File: src/rtl/pipe_skid_reg.sv
// rtl/pipe_skid_reg.sv - valid/ready pipeline register with 2-entry skid buffer, stall/flush control and event counters
module pipe_skid_reg #(
    parameter int DATA_W         = 32,
    parameter int CNT_W          = 16,
    parameter bit CLEAR_ON_FLUSH = 1'b1
) (
    input  logic              clk,
    input  logic              reset,
    input  logic              cu_flush,
    input  logic              cu_stall,
    input  logic              in_valid,
    output logic              in_ready,
    input  logic [DATA_W-1:0] in_data,
    output logic              out_valid,
    input  logic              out_ready,
    output logic [DATA_W-1:0] out_data,
    output logic [1:0]        occupancy,
    output logic [CNT_W-1:0]  stall_cnt,
    output logic [CNT_W-1:0]  flush_cnt
);

    typedef enum logic [1:0] {
        EMPTY = 2'd0,
        ONE   = 2'd1,
        TWO   = 2'd2
    } state_t;

    localparam logic [CNT_W-1:0] CNT_MAX = '1;

    state_t            state;
    logic [DATA_W-1:0] main_q;
    logic [DATA_W-1:0] skid_q;
    logic [CNT_W-1:0]  stall_q;
    logic [CNT_W-1:0]  flush_q;
    logic              in_fire;
    logic              out_fire;

    assign in_ready  = (state != TWO) & ~cu_stall;
    assign out_valid = (state != EMPTY);
    assign out_data  = main_q;
    assign stall_cnt = stall_q;
    assign flush_cnt = flush_q;
    assign in_fire   = in_valid & in_ready;
    assign out_fire  = out_valid & out_ready & ~cu_stall;

    always_comb begin
        occupancy = 2'd0;
        case (state)
            ONE:     occupancy = 2'd1;
            TWO:     occupancy = 2'd2;
            default: occupancy = 2'd0;
        endcase
    end

    // Falling-edge update keeps timing aligned with the neighbouring stage registers.
    always_ff @(negedge clk) begin
        if (reset) begin
            state   <= EMPTY;
            main_q  <= '0;
            skid_q  <= '0;
            stall_q <= '0;
            flush_q <= '0;
        end else if (cu_flush) begin
            state <= EMPTY;
            if (CLEAR_ON_FLUSH) begin
                main_q <= '0;
                skid_q <= '0;
            end
            if (flush_q != CNT_MAX) begin
                flush_q <= flush_q + CNT_W'(1);
            end
        end else begin
            if (out_valid && !out_fire && stall_q != CNT_MAX) begin
                stall_q <= stall_q + CNT_W'(1);
            end
            case (state)
                EMPTY: begin
                    if (in_fire) begin
                        state  <= ONE;
                        main_q <= in_data;
                    end
                end
                ONE: begin
                    if (in_fire && out_fire) begin
                        main_q <= in_data;
                    end else if (in_fire) begin
                        state  <= TWO;
                        skid_q <= in_data;
                    end else if (out_fire) begin
                        state <= EMPTY;
                    end
                end
                TWO: begin
                    // Skid entry is always older than anything upstream, so it moves up first.
                    if (out_fire) begin
                        state  <= ONE;
                        main_q <= skid_q;
                    end
                end
                default: state <= EMPTY;
            endcase
        end
    end

endmodule

File: config.mk
export PLATFORM = sky130hd
export DESIGN_NAME = pipe_skid_reg
export DESIGN_NICKNAME = d
export VERILOG_FILES = /design/src/rtl/pipe_skid_reg.sv
export SDC_FILE = /design/constraint.sdc
export NUM_CORES = 1
export LEC_CHECK = 0
export BUFFER_PORTS_ARGS = -buffer_cell sky130_fd_sc_hd__buf_2
export CORE_MARGIN = 2
export CORE_UTILIZATION = 57
export CTS_CLUSTER_SIZE = 25
export DETAILED_ROUTE_END_ITERATION = 10
export GPL_TIMING_DRIVEN = 0
export PLACE_DENSITY = 0.92
export SLEW_MARGIN = 20
export SYNTH_ARGS = -nofsm -noshare
export SYNTH_HDL_FRONTEND = slang
export SYNTH_SLANG_ARGS = --single-unit
File: constraint.sdc
create_clock -name clk -period 4.9 [get_ports clk]
set_clock_uncertainty 0.1 [all_clocks]
set_input_delay 0.49 -clock clk [delete_from_list [all_inputs] [get_ports clk]]
set_output_delay 0.49 -clock clk [all_outputs]
set_load 0.02 [all_outputs]
# ---- After elaboration in Yosys (flattened, before gate mapping)
# Index checks and enable logic that the tools add are counted.
dict set report totals {
  register_bits 98
  in_bits 38
  output_inout_bits 68
  word_cells 48
}
dict set report classes {
  add_sub_neg 2
  eq_ne 10
  muxes 11
  bitwise_logic 7
  n_reduce_logical 13
}
# cell count
set op_table {}
lappend op_table {{$mux 32} 3}
lappend op_table {{$pmux 32 s3} 1}
lappend op_table {{$add 16x1->16 const B} 2}
lappend op_table {{$ne 16x16->1 const B} 2}
lappend op_table {{$mux 2} 5}
lappend op_table {{$ne 2x2->1 const B} 5}
lappend op_table {{$reduce_and 4->1} 2}
lappend op_table {{$pmux 2 s3} 1}
lappend op_table {{$and 1x1->1} 4}
lappend op_table {{$pmux 2 s2} 1}
lappend op_table {{$reduce_and 2->1} 2}
lappend op_table {{$logic_and 1x1->1} 3}
lappend op_table {{$ne 3x3->1 const B} 1}
lappend op_table {{$not 1->1} 3}
lappend op_table {{$reduce_and 3->1} 1}
lappend op_table {{$reduce_bool 3->1} 1}
lappend op_table {{$eq 2x1->1 const B} 1}
lappend op_table {{$eq 2x2->1 const B} 1}
lappend op_table {{$logic_not 2->1} 1}
lappend op_table {{$reduce_bool 2->1} 1}
lappend op_table {{$reduce_or 2->1} 1}
lappend op_table {{$logic_not 1->1} 1}

# ---- Longest topological paths before layout
# Gate-level depths: netlist (run 1).
dict set report depth {
  depth_word 7
  mapped_depth 7
  depth_no_buf 6
}

==> results of run 1 <==
-- stage by stage --
| step | hold slack, ns | utilization, % | std cells |
|---|---|---|---|
| 6_report | 0.353 | 75.4 | 811 |
| 5_1_grt | 0.371 | 75.4 | 811 |
| 4_1_cts | 0.352 | 75.4 | 811 |
| 3_5_place_dp | 0.347 | 67.4 | 698 |
| 3_3_place_gp | 0.341 | 67.4 | 698 |
| 2_1_floorplan | 0.336 | - | 495 |
-- sequential cells by signal, summed over array words and instances (netlist names) --
register and flops:
out_data 32, skid_q 32, flush_cnt 16, stall_cnt 16, state 2
-- final cells by class --
cell class              count  area, sq um
clock inverters           105          457
well taps                  99          124
fillers                   532         1780
clock buffers               9          124
flip-flops and latches     98         1960
plain buffers              32          134
repair buffers            104          520
multi-input cells         359         2130
inverters                   5         18.8
-- cell families (layout without fill, tap and decap cells) --
logic type	after synthesis	count (layout)	synth area share (%)
adder cells (fa/ha/maj)	2	2	0.589
XOR/XNOR	17	17	3.51
AO/OA/AOI/OAI	88	88	13.2
AND/OR/NAND/NOR	211	211	23.1
buffers and inverters	38	255	3.62
flip-flops	98	98	46.2
multiplexers	41	41	9.81
-- critical path, delay by kind of cell, from the launching register on --
kind | cells | cell delay [ns]
flops | 1 | 0.40
simple gates | 2 | 0.20
buf+inv | 3 | 0.70
-- worst paths after layout --
path / endpoint / depth (start not counted) / slack (ns) / startpoint
worst max-delay path: in_ready / 5 / 0.14 / state[1]
worst max register to register: stall_cnt[3] / 7 / 2.51 / stall_cnt[0]
worst min-delay path: skid_q[14] / 2 / 0.35 / skid_q[14]
worst min register to register: skid_q[14] / 2 / 0.35 / skid_q[14]
-- what timing repair did --
item,CTS,global route
resized for setup,0,1
endpoints found under the setup margin,0,2
buffers inserted,0,0
hold buffers,0,0
-- power groups by stage --
stage,sequential [mW],combinational (mW),clock (mW)
2_1_floorplan,0.846,0.0547,0.122
3_3_place_gp,0.833,0.112,0.122
3_5_place_dp,0.834,0.117,0.122
4_1_cts,0.820,0.118,0.888
5_1_grt,0.819,0.130,0.980
6_report,0.821,0.119,0.866
-- layer usage --
metal	up-vias	GRT usage [%]
met3	33	9.18
met2	163	48.5
met1	2110	29.9
li1	2146	-
met4	0	15.8
met5	-	0
-- cells in the mapped netlist, drive strengths merged, types with 2 or more instances --
library cell,instances
o21ai,8
nor3,6
mux2i,36
inv,6
ha,2
or2,2
or3,4
nand4,14
nor2,71
xnor2,6
nand3,11
nor4,2
nand2,75
xor2,11
a2111oi,2
nand2b,2
buf,10
and4,4
or4,3
clkbuf,22
mux2,5
dfxtp,98
and3,5
a211oi,32
nor2b,8
a21oi,41
==> impl_metrics.ini, run 1 <==
[pwr]
p_sw_mw = 0.641
combPwrFrac_pct = 6.6
p_total_mw = 1.81
leakagePower_nw = 2.50
peakVddDrop_mv = 0.217
p_int_mw = 1.16
clkPwrFrac_pct = 48.0
seqPwrFrac_pct = 45.5
p_sw_share_pct = 35.5
p_per_area_nw_per_um2 = 330

[clocking]
clock_sinks = 98
cts.path.max_buffers = 2
ctsRootBufferMaster = clkbuf_8
cts-htree-levels = 3
numCtsBuffers = 9
insertion_delay_ns = 0.42
cts_tree = done
clkTransAtPathRegs_ns = 0.05

[timing]
layout_setup_ws_ns = 0.141
slew_headroom_pct = 64.6
setup_viol = 0
setup-tns-final_ns = 0
rsz0062_at_grt = no
tightest_slew_ns = 0.518
drv_slew = 0
hold_violations = 0

[setup_path]
crit_top_cell = buf_2
slowest_stage = dfxtp_1
critPathKind = reg2out
cp_cell_sequence = nor2b_1, buf_2, clkbuf_4, nor2_1, buf_2
start_kind = flip-flop
worstPathArrival_ns = 4.17
required_ns = 4.31
crit_path_end_kind = primary output
crit_path_max_fanout = 10
max_stage_delay_ns = 0.40

[yosys]
ys.flop_type = dfxtp_1
yosysWarnings = 0
synth-edff-count = 0
yosysSeqAreaShare_pct = 46.2
yosysTopAreaCellShare_pct = 46.2
synth_area_leaders = dfxtp_1 (46%), mux2i_1 (8.5%), nand2_1 (6.6%)
postSynthCellCount = 495
synthesis.nets = 535
ys_types = 44
syn_area_per_cell_sq_um = 8.58
ys_ff_latch = 98
async_reset_ff_share_pct = 0
syn_area_sq_um = 4250
yosys.area.top_type = dfxtp_1

[route]
routed.top_layer = met4
routed_wirelength_mm = 11.5
wl_met1_mm = 4.67
drt_iter0_markers = 169
via_count = 4452
wl_met2_mm = 5.88
vias_per_cell = 5.49
drcViolationCount = 0
ant_nets = 0
wire_per_inst_microns = 14.1
met3WireLength_microns = 596
drt_pre_antenna_iters = 4

[grt]
grt_pass1_wl_mm = 18.9
grt_remaining_overflow = 0
antenna_found_initial = 0
grt_pass1_vias = 4498
grt_usage_pct = 28.0
grt_max_degree = 20

[place]
gp_congestion = 0.921
placed_area_sq_um = 4890
hpwl_mm = 7.66
place_ws_ns = 0.149
io_buffers = 104

[cells_and_area]
nets = 747
layout_commonest_cell = buf_2
syn2layout_area_growth_pct = 28.8
diodes = 0
final_cell_mix = buf_2 (112), inv_1 (103), dfxtp_1 (98)
design_area_sq_um = 5470
drive_gt1_share_pct = 20.4

[floorplanning]
coreArea_sq_um = 7250
dieArea_sq_um = 8160
num_io_pins = 106
dieHeight_microns = 90.3
dieWidth_microns = 90.3
rows = 31
start_util_pct = 58.6

[flow_run]
drv_cap = 0

[run_status]
status = complete, no violations

[worst_hold_path]
min_path_type = reg2reg
(Power assumes the default switching activity.)
==> run 2, diff against run 1 <==
- BUFFER_PORTS_ARGS: -buffer_cell sky130_fd_sc_hd__buf_2 -> not set
- CELL_PAD_IN_SITES_DETAIL_PLACEMENT: not set -> 0
- CELL_PAD_IN_SITES_GLOBAL_PLACEMENT: not set -> 2
- CORE_UTILIZATION: 57 -> 39
- DONT_BUFFER_PORTS: not set -> 1
- PLACE_DENSITY: 0.92 -> 0.9
- SKIP_LAST_GASP: not set -> 1
==> run 2 against run 1 <==
  * Register-to-register slack lost 0.07 ns
  * Critical path type unchanged
  * Routed wire length decreased by 5.4%
  * Clock-buffer cell count did not move
  * Cell count down 7.8%
  * Critical path depth fell by 1
  * Sequential power increased by 2%
  * Via count down 14%
  * Sequential cell count stayed put
  * Cell area shrank 9.2%
  * Combinational power down 40%
  * Worst setup slack gained 0.0012 ns
==> impl_metrics.ini, run 2 (synthesized netlist as in run 1, its figures left out) <==
[run_status]
status = complete, no violations

[clocking]
ctsHoldBuffers = 0
cts.path.max_buffers = 2
numCtsBuffers = 9
clkTransAtPathRegs_ns = 0.03
cts_tree = done
clock_sinks = 98
cts_setup_buffers = 0
insertion_delay_ns = 0.43
ctsRootBufferMaster = clkbuf_8
cts-htree-levels = 3

[floorplanning]
rows = 38
dieHeight_microns = 108
dieArea_sq_um = 11700
start_util_pct = 39.5
num_io_pins = 106
coreArea_sq_um = 10700
dieWidth_microns = 108

[grt]
grt_usage_pct = 19.1
antenna_found_initial = 0
grt_remaining_overflow = 0
grt_pass1_vias = 3889
grt_pass1_wl_mm = 17.7
grt_max_degree = 17

[setup_path]
worstPathArrival_ns = 4.17
cp_num_buf_inv = 2
r2r_cells = 7
required_ns = 4.31
r2r_start = stall_cnt[1]
start_kind = flip-flop
slowest_stage = nor2_1
cp_cell_sequence = nor2b_1, buf_2, buf_4, nor2_1
crit_path_max_fanout = 10
crit_path_end_kind = primary output
max_stage_delay_ns = 0.39
cp_top_family = simple AND/OR/NAND/NOR gates
critPathKind = reg2out
r2r_slack_ns = 2.44
r2r_end = stall_cnt[3]

[cells_and_area]
final_cell_mix = inv_1 (103), dfxtp_1 (98), nand2_1 (75)
diodes = 0
nets = 643
drive_gt1_share_pct = 6.74
fillCellCount = 1139
syn2layout_area_growth_pct = 17.0
layout_commonest_cell = inv_1

[timing]
setup_viol = 0
hold_violations = 0
rsz0062_at_grt = no
layout_setup_ws_ns = 0.142
setup-tns-final_ns = 0
tightest_slew_ns = 0.683
slew_headroom_pct = 54.4
drv_slew = 0

[pwr]
peakVddDrop_mv = 0.148
leakagePower_nw = 1.97
p_per_area_nw_per_um2 = 345

[route]
ant_nets = 0
drt_iter0_markers = 170
via_count = 3823
drcViolationCount = 0
drt_pre_antenna_iters = 4
wire_per_inst_microns = 14.5
vias_per_cell = 5.11
routed_wirelength_mm = 10.8

[worst_hold_path]
min_path_type = reg2reg
hold_path_end = skid_q[21]
holdPathStages = 2
min_from = skid_q[21]

[place]
gp_congestion = 0.794
io_buffers = 0
hpwl_mm = 7.68
place_ws_ns = 0.231

[flow_run]
drv_cap = 0
## run 2: final cells by class
type	instances	area, sq um	area share [%]
multi-input combinational	359	2130	42.9
clock buffer	9	124	2.49
clock inverter	105	423	8.51
sequential	98	1960	39.5
tap	140	175	3.53
inverter	5	18.8	0.378
buffer	32	134	2.69
## run 2: repair_timing
action,in CTS,in global routing
endpoints found under the setup margin,1,0
endpoints found under the hold margin,0,0
gates resized for setup,1,0
## run 2: tightest hold or removal path, cell delays in order (launching register included)
cell,delay [ns]
dfxtp_1,0.30
nand2_1,0.05
a21oi_1,0.05
## run 2: how the worst max path moves through the flow
stage | start | end | cells past startpoint
floorplan | cu_flush | stall_cnt[3] | 5
global placement | cu_flush | stall_cnt[3] | 5
detailed placement | cu_flush | stall_cnt[3] | 5
CTS | state[1] | in_ready | 4
global route | state[1] | in_ready | 4
finish | state[1] | in_ready | 4
## run 2: where the power goes
part	internal, mW	leakage, nW	total (mW)	switching [mW]
combinational	0.0235	0.567	0.0710	0.0475
clock	0.294	0.607	0.806	0.512
sequential	0.814	0.792	0.837	0.0231
## run 2: layer usage
metal | up-vias | wire length [microns] | track usage, %
met5 | - | 0 | 0
met4 | 0 | 149 | 10.7
met3 | 15 | 911 | 10.2
met2 | 97 | 5140 | 29.6
met1 | 1771 | 4630 | 20.9
li1 | 1940 | - | -
## run 2: metrics by stage
step	util, %	instances	power, mW	hold slack [ns]	cell area (sq um)
after floorplan	-	495	1.02	0.336	4250
after global placement	41.2	635	1.04	0.341	4420
after detailed placement	41.2	635	1.04	0.346	4420
after CTS	46.2	748	1.76	0.351	4970
after global routing	46.2	748	1.86	0.369	4970
final	46.2	748	1.71	0.350	4970
